`src/rtl/sample_arbiter.sv`:
```
// Round-robin forwarder from the five acquisition sample queues into the host write queue.
// Each popped sample becomes a tagged byte frame: header, then data byte(s), stalled by full_write.
module sample_arbiter (
    input  logic        clk,
    input  logic        rst,
    input  logic [4:0]  en,
    input  logic [7:0]  in_din,
    input  logic        em_din,
    output logic        pp_din,
    input  logic [11:0] in_adc0,
    input  logic        em_adc0,
    output logic        pp_adc0,
    input  logic [11:0] in_adc1,
    input  logic        em_adc1,
    output logic        pp_adc1,
    input  logic [11:0] in_cadc0,
    input  logic        em_cadc0,
    output logic        pp_cadc0,
    input  logic [11:0] in_cadc1,
    input  logic        em_cadc1,
    output logic        pp_cadc1,
    input  logic        full_write,
    output logic [7:0]  out_write,
    output logic        ld_write,
    output logic        busy,
    output logic [2:0]  grant,
    output logic [15:0] frame_cnt
);

    typedef enum logic [1:0] {StIdle, StHdr, StHi, StLo} state_e;

    state_e      state_q, state_d;
    logic [2:0]  last_q, last_d;
    logic [11:0] buf_q, buf_d;
    logic [2:0]  grant_q, grant_d;
    logic [4:0]  pp_q, pp_d;
    logic        ld_q, ld_d;
    logic [7:0]  out_q, out_d;
    logic [15:0] cnt_q, cnt_d;
    logic        busy_q, busy_d;

    logic [4:0]  req;
    logic        found;
    logic [2:0]  win;
    logic [2:0]  cand;
    logic [11:0] win_data;

    // Search starts one past the last winner so every source gets a turn.
    always_comb begin
        req   = en & ~{em_cadc1, em_cadc0, em_adc1, em_adc0, em_din};
        found = 1'b0;
        win   = 3'd0;
        cand  = 3'd0;
        for (int k = 1; k <= 5; k++) begin
            cand = 3'((int'(last_q) + k) % 5);
            if (!found && req[cand]) begin
                found = 1'b1;
                win   = cand;
            end
        end
    end

    always_comb begin
        case (win)
            3'd0:    win_data = {4'b0000, in_din};
            3'd1:    win_data = in_adc0;
            3'd2:    win_data = in_adc1;
            3'd3:    win_data = in_cadc0;
            default: win_data = in_cadc1;
        endcase
    end

    always_comb begin
        state_d = state_q;
        last_d  = last_q;
        buf_d   = buf_q;
        grant_d = grant_q;
        pp_d    = 5'b00000;
        ld_d    = 1'b0;
        out_d   = out_q;
        cnt_d   = cnt_q;
        case (state_q)
            StIdle: begin
                if (found) begin
                    buf_d   = win_data;
                    grant_d = win + 3'd1;
                    pp_d    = 5'b00001 << win;
                    last_d  = win;
                    state_d = StHdr;
                end
            end
            StHdr: begin
                if (!full_write) begin
                    ld_d    = 1'b1;
                    out_d   = {grant_q, 5'b00000};
                    // DIN frames carry a single data byte
                    state_d = (grant_q == 3'd1) ? StLo : StHi;
                end
            end
            StHi: begin
                if (!full_write) begin
                    ld_d    = 1'b1;
                    out_d   = {4'b0000, buf_q[11:8]};
                    state_d = StLo;
                end
            end
            StLo: begin
                if (!full_write) begin
                    ld_d    = 1'b1;
                    out_d   = buf_q[7:0];
                    cnt_d   = cnt_q + 16'd1;
                    grant_d = 3'd0;
                    state_d = StIdle;
                end
            end
            default: state_d = StIdle;
        endcase
        busy_d = (state_d != StIdle);
    end

    always_ff @(posedge clk) begin
        if (rst) begin
            state_q <= StIdle;
            last_q  <= 3'd4;
            buf_q   <= 12'd0;
            grant_q <= 3'd0;
            pp_q    <= 5'd0;
            ld_q    <= 1'b0;
            out_q   <= 8'd0;
            cnt_q   <= 16'd0;
            busy_q  <= 1'b0;
        end else begin
            state_q <= state_d;
            last_q  <= last_d;
            buf_q   <= buf_d;
            grant_q <= grant_d;
            pp_q    <= pp_d;
            ld_q    <= ld_d;
            out_q   <= out_d;
            cnt_q   <= cnt_d;
            busy_q  <= busy_d;
        end
    end

    assign pp_din    = pp_q[0];
    assign pp_adc0   = pp_q[1];
    assign pp_adc1   = pp_q[2];
    assign pp_cadc0  = pp_q[3];
    assign pp_cadc1  = pp_q[4];
    assign ld_write  = ld_q;
    assign out_write = out_q;
    assign busy      = busy_q;
    assign grant     = grant_q;
    assign frame_cnt = cnt_q;

endmodule
```
`config.mk`:
```
export PLATFORM = sky130hd
export DESIGN_NAME = sample_arbiter
export DESIGN_NICKNAME = d
export VERILOG_FILES = /design/src/rtl/sample_arbiter.sv
export SDC_FILE = /design/constraint.sdc
export NUM_CORES = 1
export LEC_CHECK = 0
export ABC_AREA = 0
export BUFFER_PORTS_ARGS = -buffer_cell sky130_fd_sc_hd__buf_2
export CORE_MARGIN = 2
export CORE_UTILIZATION = 35
export CTS_CLUSTER_SIZE = 40
export DETAILED_ROUTE_END_ITERATION = 8
export GPL_TIMING_DRIVEN = 0
export PLACE_DENSITY = 0.65
export SKIP_LAST_GASP = 1
export SLEW_MARGIN = 40
export SYNTH_ARGS = -nofsm -noshare
export SYNTH_HDL_FRONTEND = slang
export SYNTH_SLANG_ARGS = --single-unit
```
`constraint.sdc`:
```
create_clock -name clk -period 8 [get_ports clk]
set_input_delay 1.2 -clock clk [delete_from_list [all_inputs] [get_ports clk]]
set_output_delay 1.2 -clock clk [all_outputs]
set_load 0.02 [all_outputs]
```
* Word level (Yosys, flattened, before mapping)
Cells that the tools add are included.
** Storage, ports and cells
- Flip-flop bits (word level) :: 51
- Logic and storage cells :: 99
** Operators by class
- Add/sub/neg operators :: 7
- Equal/unequal tests :: 11
- Order comparisons :: 5
- Divide/modulo/power cells :: 5
- Bitwise logic cells :: 6
- Shift-type cells :: 1
- Multiplexer cells :: 35
- Reductions and logical operators :: 20
** Operators with widths (count)
- modulo 32 x 4 -> 32 bit, second input constant :: 5
- one-hot mux 12 bit (4 select lines) :: 1
- 2-to-1 mux 8 bit :: 3
- one-hot mux 8 bit (3 select lines) :: 1
- 2-to-1 mux 3 bit :: 7
- < comparator 3 x 4 -> 1 bit, second input constant :: 5
- adder 16 x 1 -> 16 bit, second input constant :: 1
- binary-select mux 1 bit (select 3 bit) :: 5
- 2-to-1 mux 1 bit :: 12
- adder 3 x 2 -> 4 bit, second input constant :: 2
- adder 3 x 3 -> 4 bit, second input constant :: 2
- 2-to-1 mux 2 bit :: 4
- inequality test 2 bit, second input constant :: 4
- one-hot mux 2 bit (4 select lines) :: 1
- equality test 3 x 1 -> 1 bit, second input constant :: 2
- equality test 3 x 2 -> 1 bit, second input constant :: 2
- one-hot mux 3 bit (2 select lines) :: 1
- OR reduction 3 bit :: 2
- bitwise AND 5 bit :: 1
- inverter 5 bit :: 1
- << shifter 1 x 3 -> 5 bit, first input constant :: 1
- adder 3 x 1 -> 4 bit, second input constant :: 1
- equality test 2 bit, second input constant :: 2
- logical AND 1 bit :: 4
- other kinds (12) :: 20

* Depth between registers and ports, before layout
Gate-level depths: netlist (run 1).
- Depth in word-level cells :: 20
- Mapped depth :: 26

* Least setup slack after synthesis (run 1)
Ideal clock, no wire load.
- Kind :: reg-to-reg
- Start point :: register last_q[0]
- End point :: register buf_q[9]
- Library setup time :: 117 ps
- Buffers on the path :: 4
- Arrival :: 5575 ps
- Stages on the path, launching flop included :: 25
- Required time :: 7883 ps
- Slack :: 2308 ps
- Cells stage by stage :: dfxtp_1 buf_2 buf_2 inv_1 clkbuf_1 ha_1 ha_1 nor2_1 a21oi_1 xnor2_1 ha_1 a2111o_1 a21oi_1 or4b_1 a21o_1 and3_1 a221oi_1 a2bb2oi_2 inv_1 ha_1 ha_1 clkbuf_1 a222oi_1 o21ai_0 a32o_1
** On the way
- Cells in the longest elaborated chain, start to end :: 19
** Ends and longest elaborated chain
- start: declaration :: RTL line 33 : logic [2:0] last_q, last_d;
- start signal: assignment :: RTL line 134 : last_q <= last_d;
- adder 3 x 1 -> 4 bit :: RTL line 55 : cand = 3'((int'(last_q) + k) % 5);
- modulo 32 x 4 -> 32 bit :: RTL line 55
- binary-select mux 1 bit (select 3 bit) :: RTL line 56 : if (!found && req[cand]) begin
- 2-to-1 mux 1 bit (not written as such) :: RTL line 56
- 2-to-1 mux 1 bit :: RTL line 56
- zero test 1 bit :: RTL line 56
- logical AND 1 bit :: RTL line 56
- 2-to-1 mux 1 bit :: RTL line 56
- (+4 left out)
- logical AND 1 bit :: RTL line 56
- 2-to-1 mux 1 bit :: RTL line 56
- zero test 1 bit :: RTL line 56
- logical AND 1 bit :: RTL line 56
- 2-to-1 mux 3 bit (*) :: RTL line 56
- named net win[0] :: RTL line 44 : logic [2:0] win;
- equality test 3 x 2 -> 1 bit (tied with other cells) :: RTL line 64 : case (win)
- one-hot mux 12 bit (4 select lines) (*) :: RTL line 64
- end signal: assignment :: RTL line 135 : buf_q <= buf_d;
- end: declaration :: RTL line 34 : logic [11:0] buf_q, buf_d;
The timed path passes the listed nets; every way through them passes the cells marked *. The select of a mux whose other input is x is not followed.
A chain may end at the register's enable or synchronous reset.

* Worst setup path in the final report (run 1)
Same ends and word-level chain as after synthesis.

==> results of run 1 <==
## where the power goes
part	switching (W)	internal [W]	total, W
clock	0.0000931	0.000116	0.000209
sequential	0.0000334	0.000302	0.000336
combinational	0.00127	0.000765	0.00204
## area by class of cell
| cell class | count | area [um^2] | share of cell area (%) |
|---|---|---|---|
| multi-input cells | 426 | 3059 | 59.72 |
| flip-flops and latches | 51 | 1021 | 19.93 |
| repair buffers | 102 | 510.5 | 9.966 |
| well taps | 147 | 183.9 | 3.591 |
| plain buffers | 30 | 136.4 | 2.662 |
| clock buffers | 5 | 125.1 | 2.443 |
| inverters | 18 | 67.56 | 1.319 |
| clock inverters | 3 | 18.77 | 0.3664 |
## through the flow
step | cell area, um^2 | utilization (%) | hold WS [ps] | setup WS (ps)
finish | 5122 | 42.82 | 468.7 | 762.1
global placement | 4977 | 41.61 | 443.9 | 794.2
CTS | 5121 | 42.81 | 469.0 | 817.3
global route | 5122 | 42.82 | 485.5 | 87.26
floorplan | 4283 | - | 432.1 | 2308
detailed placement | 4977 | 41.61 | 447.8 | 840.4
## worst min path at each step
stage	slack, ps	cells after the start	from	to
floorplan	430	1	buf_q[0]$_SDFFE_PP0N_	buf_q[0]$_SDFFE_PP0N_
global placement	440	1	buf_q[3]$_SDFFE_PP0N_	buf_q[3]$_SDFFE_PP0N_
detailed placement	450	1	buf_q[1]$_SDFFE_PP0N_	buf_q[1]$_SDFFE_PP0N_
CTS	470	1	buf_q[1]$_SDFFE_PP0N_	buf_q[1]$_SDFFE_PP0N_
global route	490	1	buf_q[1]$_SDFFE_PP0N_	buf_q[1]$_SDFFE_PP0N_
finish	470	1	buf_q[1]$_SDFFE_PP0N_	buf_q[1]$_SDFFE_PP0N_
## flip-flops by register name, summed over array words and instances (netlist names)
| register | count |
|---|---|
| buf_q | 12 |
| busy | 1 |
| frame_cnt | 16 |
| grant | 3 |
| last_q | 3 |
| ld_write | 1 |
| out_write | 8 |
| pp_q | 5 |
| state_q | 2 |
## cells in the final DEF (no fill, tap or decap), types with 14 or more instances in the layout
cell        n
buf_2     111
inv_1      17
nor2b_1    14
xor2_1     15
ha_1       32
a22oi_1    18
clkbuf_1   16
nor2_1     50
mux2i_1    20
nand3_1    16
dfxtp_1    51
nand2_1    37
a21oi_1    28
## worst max-delay path: cells and delay by family, from the launching register on
family / cells / cell delay [ps]
AOI/OAI and AO/OA: 9 / 2540
adders and majority gates: 4 / 1170
buffers and inverters: 7 / 1920
DFF: 1 / 590
and+or+nand+nor: 4 / 930
## metal layers
layer / global-route usage [%] / vias up / share of wire [%] / routed length [um]
met5: 0 / - / 0 / 0
met4: 4.309 / 0 / 1.1 / 133
met3: 2.806 / 14 / 5.9 / 728
met2: 33.41 / 143 / 49 / 6050
met1: 24.16 / 2072 / 44 / 5465
li1: - / 2196 / - / -
## cell families after synthesis
family	count (synthesis)	synth area share (%)
flip-flops	51	23.84
AND/OR/NAND/NOR	190	23.28
multiplexers	24	6.252
AO/OA/AOI/OAI	155	27.08
XOR/XNOR	25	5.463
buffers and inverters	48	4.733
adder cells (fa/ha/maj)	32	9.348
==> impl_results.md, run 1 <==
* Number of flops mapped to enable cells by yosys at 0
* Setup Fix Bufs, Post-CTS at 0
* GPL Wtd Cong at 0.9353
* Overflow after GRT at 0
* CP required at 8180 ps
* Pre-antenna DRT Iters at 5
* WL/cell at 15.83 um
* Min Tclk post-route at 7238 ps
* Diodes inserted at 0
* RSZ-0062 raised after global routing: no
* Status: finished, final reports clean
* Worst Tran Pin Value at 616.6 ps
* Fin cells at 782
* Setup violators final at 0
* Pleak at 2.213 nW
* Core area at 0.01196 mm^2
* Peak supply drop at 0.0004840 V
* Via/cell ratio at 5.659
* CTS root buf: clkbuf_16
* Maximum operating frequency at 0.1382 GHz
* # resized after CTS at 0
* Initial cell density of the core at 35.81%
* Total power at 0.002580 W
* DP HPWL at 9888 um
* CP max-delay cell: dfxtp_1
* Clk_skew at 6.892 ps
* Routed WL at 12380 um
* Crit path launch: last_q[0]$_SDFFE_PP0N_
* Initial DRC Count at 339
* PortBufs at 102
* Worst min-delay path class: flop to flop
* Final period util at 90.47%
* Vias in the first global route at 4330
* Global-route wire length before repair at 20240 um
* Max clock buf depth at 2
* Top FF cell, synth: dfxtp_1
* DIE AREA at 0.01314 mm^2
* Die height at 114.6 um
* Critical Path Most Common Cell: ha_1
* Post-synth top area share at 23.84%
* Setup CP Type: flop to flop
* H-tree depth at 2
* Synthesized flop and latch total at 51
* Arr. time, crit path at 7420 ps
* CTS tree: yes
* Critical R2R Launch: last_q[0]$_SDFFE_PP0N_
* Crit-path max FO at 15
* Reg2reg end: buf_q[9]$_SDFFE_PP0N_
* Synth warnings at 0
* Critical Path Sink: buf_q[9]$_SDFFE_PP0N_
* Slew margin rel. at 58.65%
* Layout net count at 735
* FF-to-FF setup slack at 760 ps
* Largest net degree at the start of global routing at 17
* Vias at 4425
* Die width at 114.6 um
* Slew Viols, Final at 0
* Top cells by area, synth: dfxtp_1, ha_1, mux2i_1, nor2_1, a21oi_1
* Top post-synthesis cells by count: dfxtp_1, nor2_1, nand2_1
* Syn Nets at 626
* Crit path launch type: flop
* Synthesis-to-layout area growth at 19.60%
* Reg clk slew, reported paths at 70 ps
* Clock sink count at 51
* GRT Util Overall at 18.89%
* Final count of hold timing violations at 0
* Critical path, cell by cell: buf_2 > buf_2 > inv_1 > clkbuf_2 > ha_1 > clkbuf_1 > nor3b_1 > a22oi_1 > and2_1 > ha_1 > nand2b_1 > a21oi_1 > o21ai_1 > a32oi_1 > a2111oi_0 > o211a_1 > nor2_1 > inv_1 > ha_1 > ha_1 > clkbuf_1 > a222oi_1 > o21ai_0 > a32o_1
* Top-count cell post-synth: dfxtp_1
* Power per cell area at 503.7 mW/mm^2
* Max_cap viols at 0
* Top-Level Pins at 103
* Fill cell count at 1186
* Post-route ant nets at 0
* Post-synthesis sequential area ratio at 23.84%
* Fraction of layout cells with a size suffix above 1 at 22.05%
* Crit path largest cell delay at 590 ps
* Synthesized area per cell at 8.158 um^2
* Placed insts at 774
* Syn Inst Count at 525
* Total CTS buffers at 5
* Row cnt at 40
* Netlist Area Pre-Place at 0.004283 mm^2
* Post-CTS Hold Buffers at 0
* R2R depth at 24
* Post-synth ARST share at 0%
* Setup TNS Final at 0 ps
* Leading area contributor after synthesis: dfxtp_1
* Cell variety after synth at 82
* Worst-Skew Late Latency at 290 ps
* Critical Path End Type: flop
* Drt drc at 0
* Initial antenna violation count at 0
Note: power is estimated with default switching activity, not from simulation.
==> inputs of run 2 (changes only) <==
==> constraint.sdc (replaced) <==
create_clock -name clk -period 7.1 [get_ports clk]
set_input_delay 1.065 -clock clk [delete_from_list [all_inputs] [get_ports clk]]
set_output_delay 1.065 -clock clk [all_outputs]
set_load 0.02 [all_outputs]
==> impl_results.md, run 2 (same netlist as run 1, synthesis figures left out) <==
* Worst-Skew Late Latency at 290 ps (about the same)
* Drt drc at 0 (unchanged)
* Placed insts at 774 (unchanged)
* Total CTS buffers at 5 (unchanged)
* FF-to-FF setup slack at 660 ps (-100 ps)
* Critical R2R Launch: last_q[0]$_SDFFE_PP0N_
* Slew margin rel. at 55.53% (-3.1 points)
* Reg clk slew, reported paths at 70 ps (about the same)
* WL/cell at 15.88 um (+0.29%)
* Clk_skew at 6.909 ps (+0.01668 ps)
* Global-route wire length before repair at 20260 um (about the same)
* Area after DPL at 0.004977 mm^2 (unchanged)
* Critical Path End Type: flop
* Clock sink count at 51 (unchanged)
* Crit path largest cell delay at 490 ps (-100 ps)
* Layout net count at 738 (+0.41%)
* Initial antenna violation count at 0 (unchanged)
* Row cnt at 40 (unchanged)
* Crit-path max FO at 15 (unchanged)
* WHS Path Cells at 1 (unchanged)
* Reg2reg end: buf_q[9]$_SDFFE_PP0N_
* Max clock buf depth at 2 (unchanged)
* Critical Path Most Common Cell: ha_1
* RSZ-0062 raised after global routing: no
* DP HPWL at 9888 um (unchanged)
* GPL Wtd Cong at 0.9353 (unchanged)
* Overflow after GRT at 0 (unchanged)
* DIE AREA at 0.01314 mm^2 (unchanged)
* Maximum operating frequency at 0.1553 GHz (+12%)
* Slew Viols, Final at 0 (unchanged)
* Arr. time, crit path at 6630 ps (-790 ps)
* Critical path, cell by cell: buf_2 > buf_2 > inv_1 > clkbuf_2 > ha_1 > a21oi_1 > xnor2_1 > ha_1 > nand2b_1 > a311oi_1 > and2_1 > buf_1 > mux2i_1 > mux2i_1 > a2111oi_0 > o211a_1 > nor2_2 > inv_1 > ha_1 > ha_1 > clkbuf_1 > a222oi_1 > o21ai_0 > a32o_1
* Finished Cell Area at 0.005185 mm^2 (+1.2%)
* Hold path start: buf_q[1]$_SDFFE_PP0N_
* Vias at 4489 (+1.4%)
* Max_cap viols at 0 (unchanged)
* Crit path launch: last_q[0]$_SDFFE_PP0N_
* GRT Util Overall at 18.90% (about the same)
* Die width at 114.6 um (unchanged)
* Setup violators final at 0 (unchanged)
* Vias in the first global route at 4331 (+0.023%)
* Post-route ant nets at 0 (unchanged)
* Min Tclk post-route at 6441 ps (-797.0 ps)
* Largest net degree at the start of global routing at 17 (unchanged)
* Initial DRC Count at 295 (-13%)
* H-tree depth at 2 (unchanged)
* CP required at 7290 ps (-890 ps)
* Via/cell ratio at 5.718 (+1.1%)
* CTS tree: yes
* Pleak at 2.232 nW (+0.88%)
* PortBufs at 102 (unchanged)
* Largest register FFs at 16 (unchanged)
* Worst min-delay path class: flop to flop
* Fin cells at 785 (+0.38%)
* Commonest cells after routing, fill and taps aside: buf_2, dfxtp_1, nor2_1
* Final period util at 90.72% (+0.24 points)
* Final Util at 43.35% (+0.52 points)
* Final count of hold timing violations at 0 (unchanged)
* Crit path launch type: flop
* Worst Tran Pin Value at 663.0 ps (+46.49 ps)
* CP max-delay cell: mux2i_1
* Final hold slack at 469.3 ps (+0.6380 ps)
* Status: finished, final reports clean
* Commonest non-fill, non-tap cell in the layout: buf_2
* Power per cell area at 576.8 mW/mm^2 (+15%)
* Peak supply drop at 0.0005437 V (+12%)
* Synthesis-to-layout area growth at 21.06%
* Fraction of layout cells with a size suffix above 1 at 23.67% (+1.6 points)
* R2R depth at 24 (unchanged)
* CTS root buf: clkbuf_16
* Routed WL at 12460 um (+0.68%)
* Diodes inserted at 0 (unchanged)
* Min-Delay Endpoint: buf_q[1]$_SDFFE_PP0N_
* Initial cell density of the core at 35.81% (unchanged)
* Die height at 114.6 um (unchanged)
* Setup CP Type: flop to flop
* Pre-antenna DRT Iters at 5 (unchanged)
* Top-Level Pins at 103 (unchanged)
* Core area at 0.01196 mm^2 (unchanged)
run 2: per-stage QoR:
stage | total power (W) | worst slack, ps | setup TNS [ps]
6_report | 0.002990 | 659.2 | 0
5_1_grt | 0.003287 | 64.87 | 0
4_1_cts | 0.002893 | 90.75 | 0
3_5_place_dp | 0.002644 | -59.62 | -96.58
3_3_place_gp | 0.002586 | -105.8 | -188.9
2_1_floorplan | 0.002065 | 1408 | 0
run 2: worst max-delay path: cells and delay by family (launching register included):
family,cells,cell delay (ps)
xor gates and xnor gates,1,240
and+or+nand+nor,3,460
muxes,2,600
buffers and inverters,7,1680
AOI/OAI and AO/OA,7,1740
adders and majority gates,4,1130
DFF,1,460
run 2: area by class of cell:
cell class,instances,area (um^2)
tap,147,183.9
clock buffer,5,125.1
fill,1179,6777
clock inverter,3,18.77
inverter,18,67.56
buffer,30,137.6
sequential,51,1022
timing repair buffer,105,533.0
multi-input combinational,426,3097
run 2: layer usage:
| layer | vias up | GRT usage, % | routed length, um |
|---|---|---|---|
| met3 | 19 | 2.806 | 786 |
| met5 | - | 0 | 0 |
| met1 | 2092 | 24.19 | 5415 |
| met2 | 176 | 33.41 | 6094 |
| met4 | 0 | 4.309 | 166 |
| li1 | 2202 | - | - |
run 2: where the power goes:
part / switching (W) / internal (W) / total (W) / leakage (nW)
Combinational: 0.00146 / 0.000916 / 0.00238 / 1.74
Clock: 0.000105 / 0.000131 / 0.000236 / 0.0740
Sequential: 0.0000374 / 0.000341 / 0.000378 / 0.415
run 2: worst max path at each step:
stage                                  to  slack, ps
floorplan           buf_q[9]$_SDFFE_PP0N_       1410
global placement    buf_q[9]$_SDFFE_PP0N_       -110
detailed placement  buf_q[9]$_SDFFE_PP0N_        -60
CTS                 buf_q[9]$_SDFFE_PP0N_         90
global route        buf_q[9]$_SDFFE_PP0N_         60
finish              buf_q[9]$_SDFFE_PP0N_        660
run 2: what timing repair did:
item,CTS,global route
endpoints found under the setup margin,3,12
gates resized for setup,1,9
hold buffers,0,0
setup buffers,0,3
pin swaps,0,1
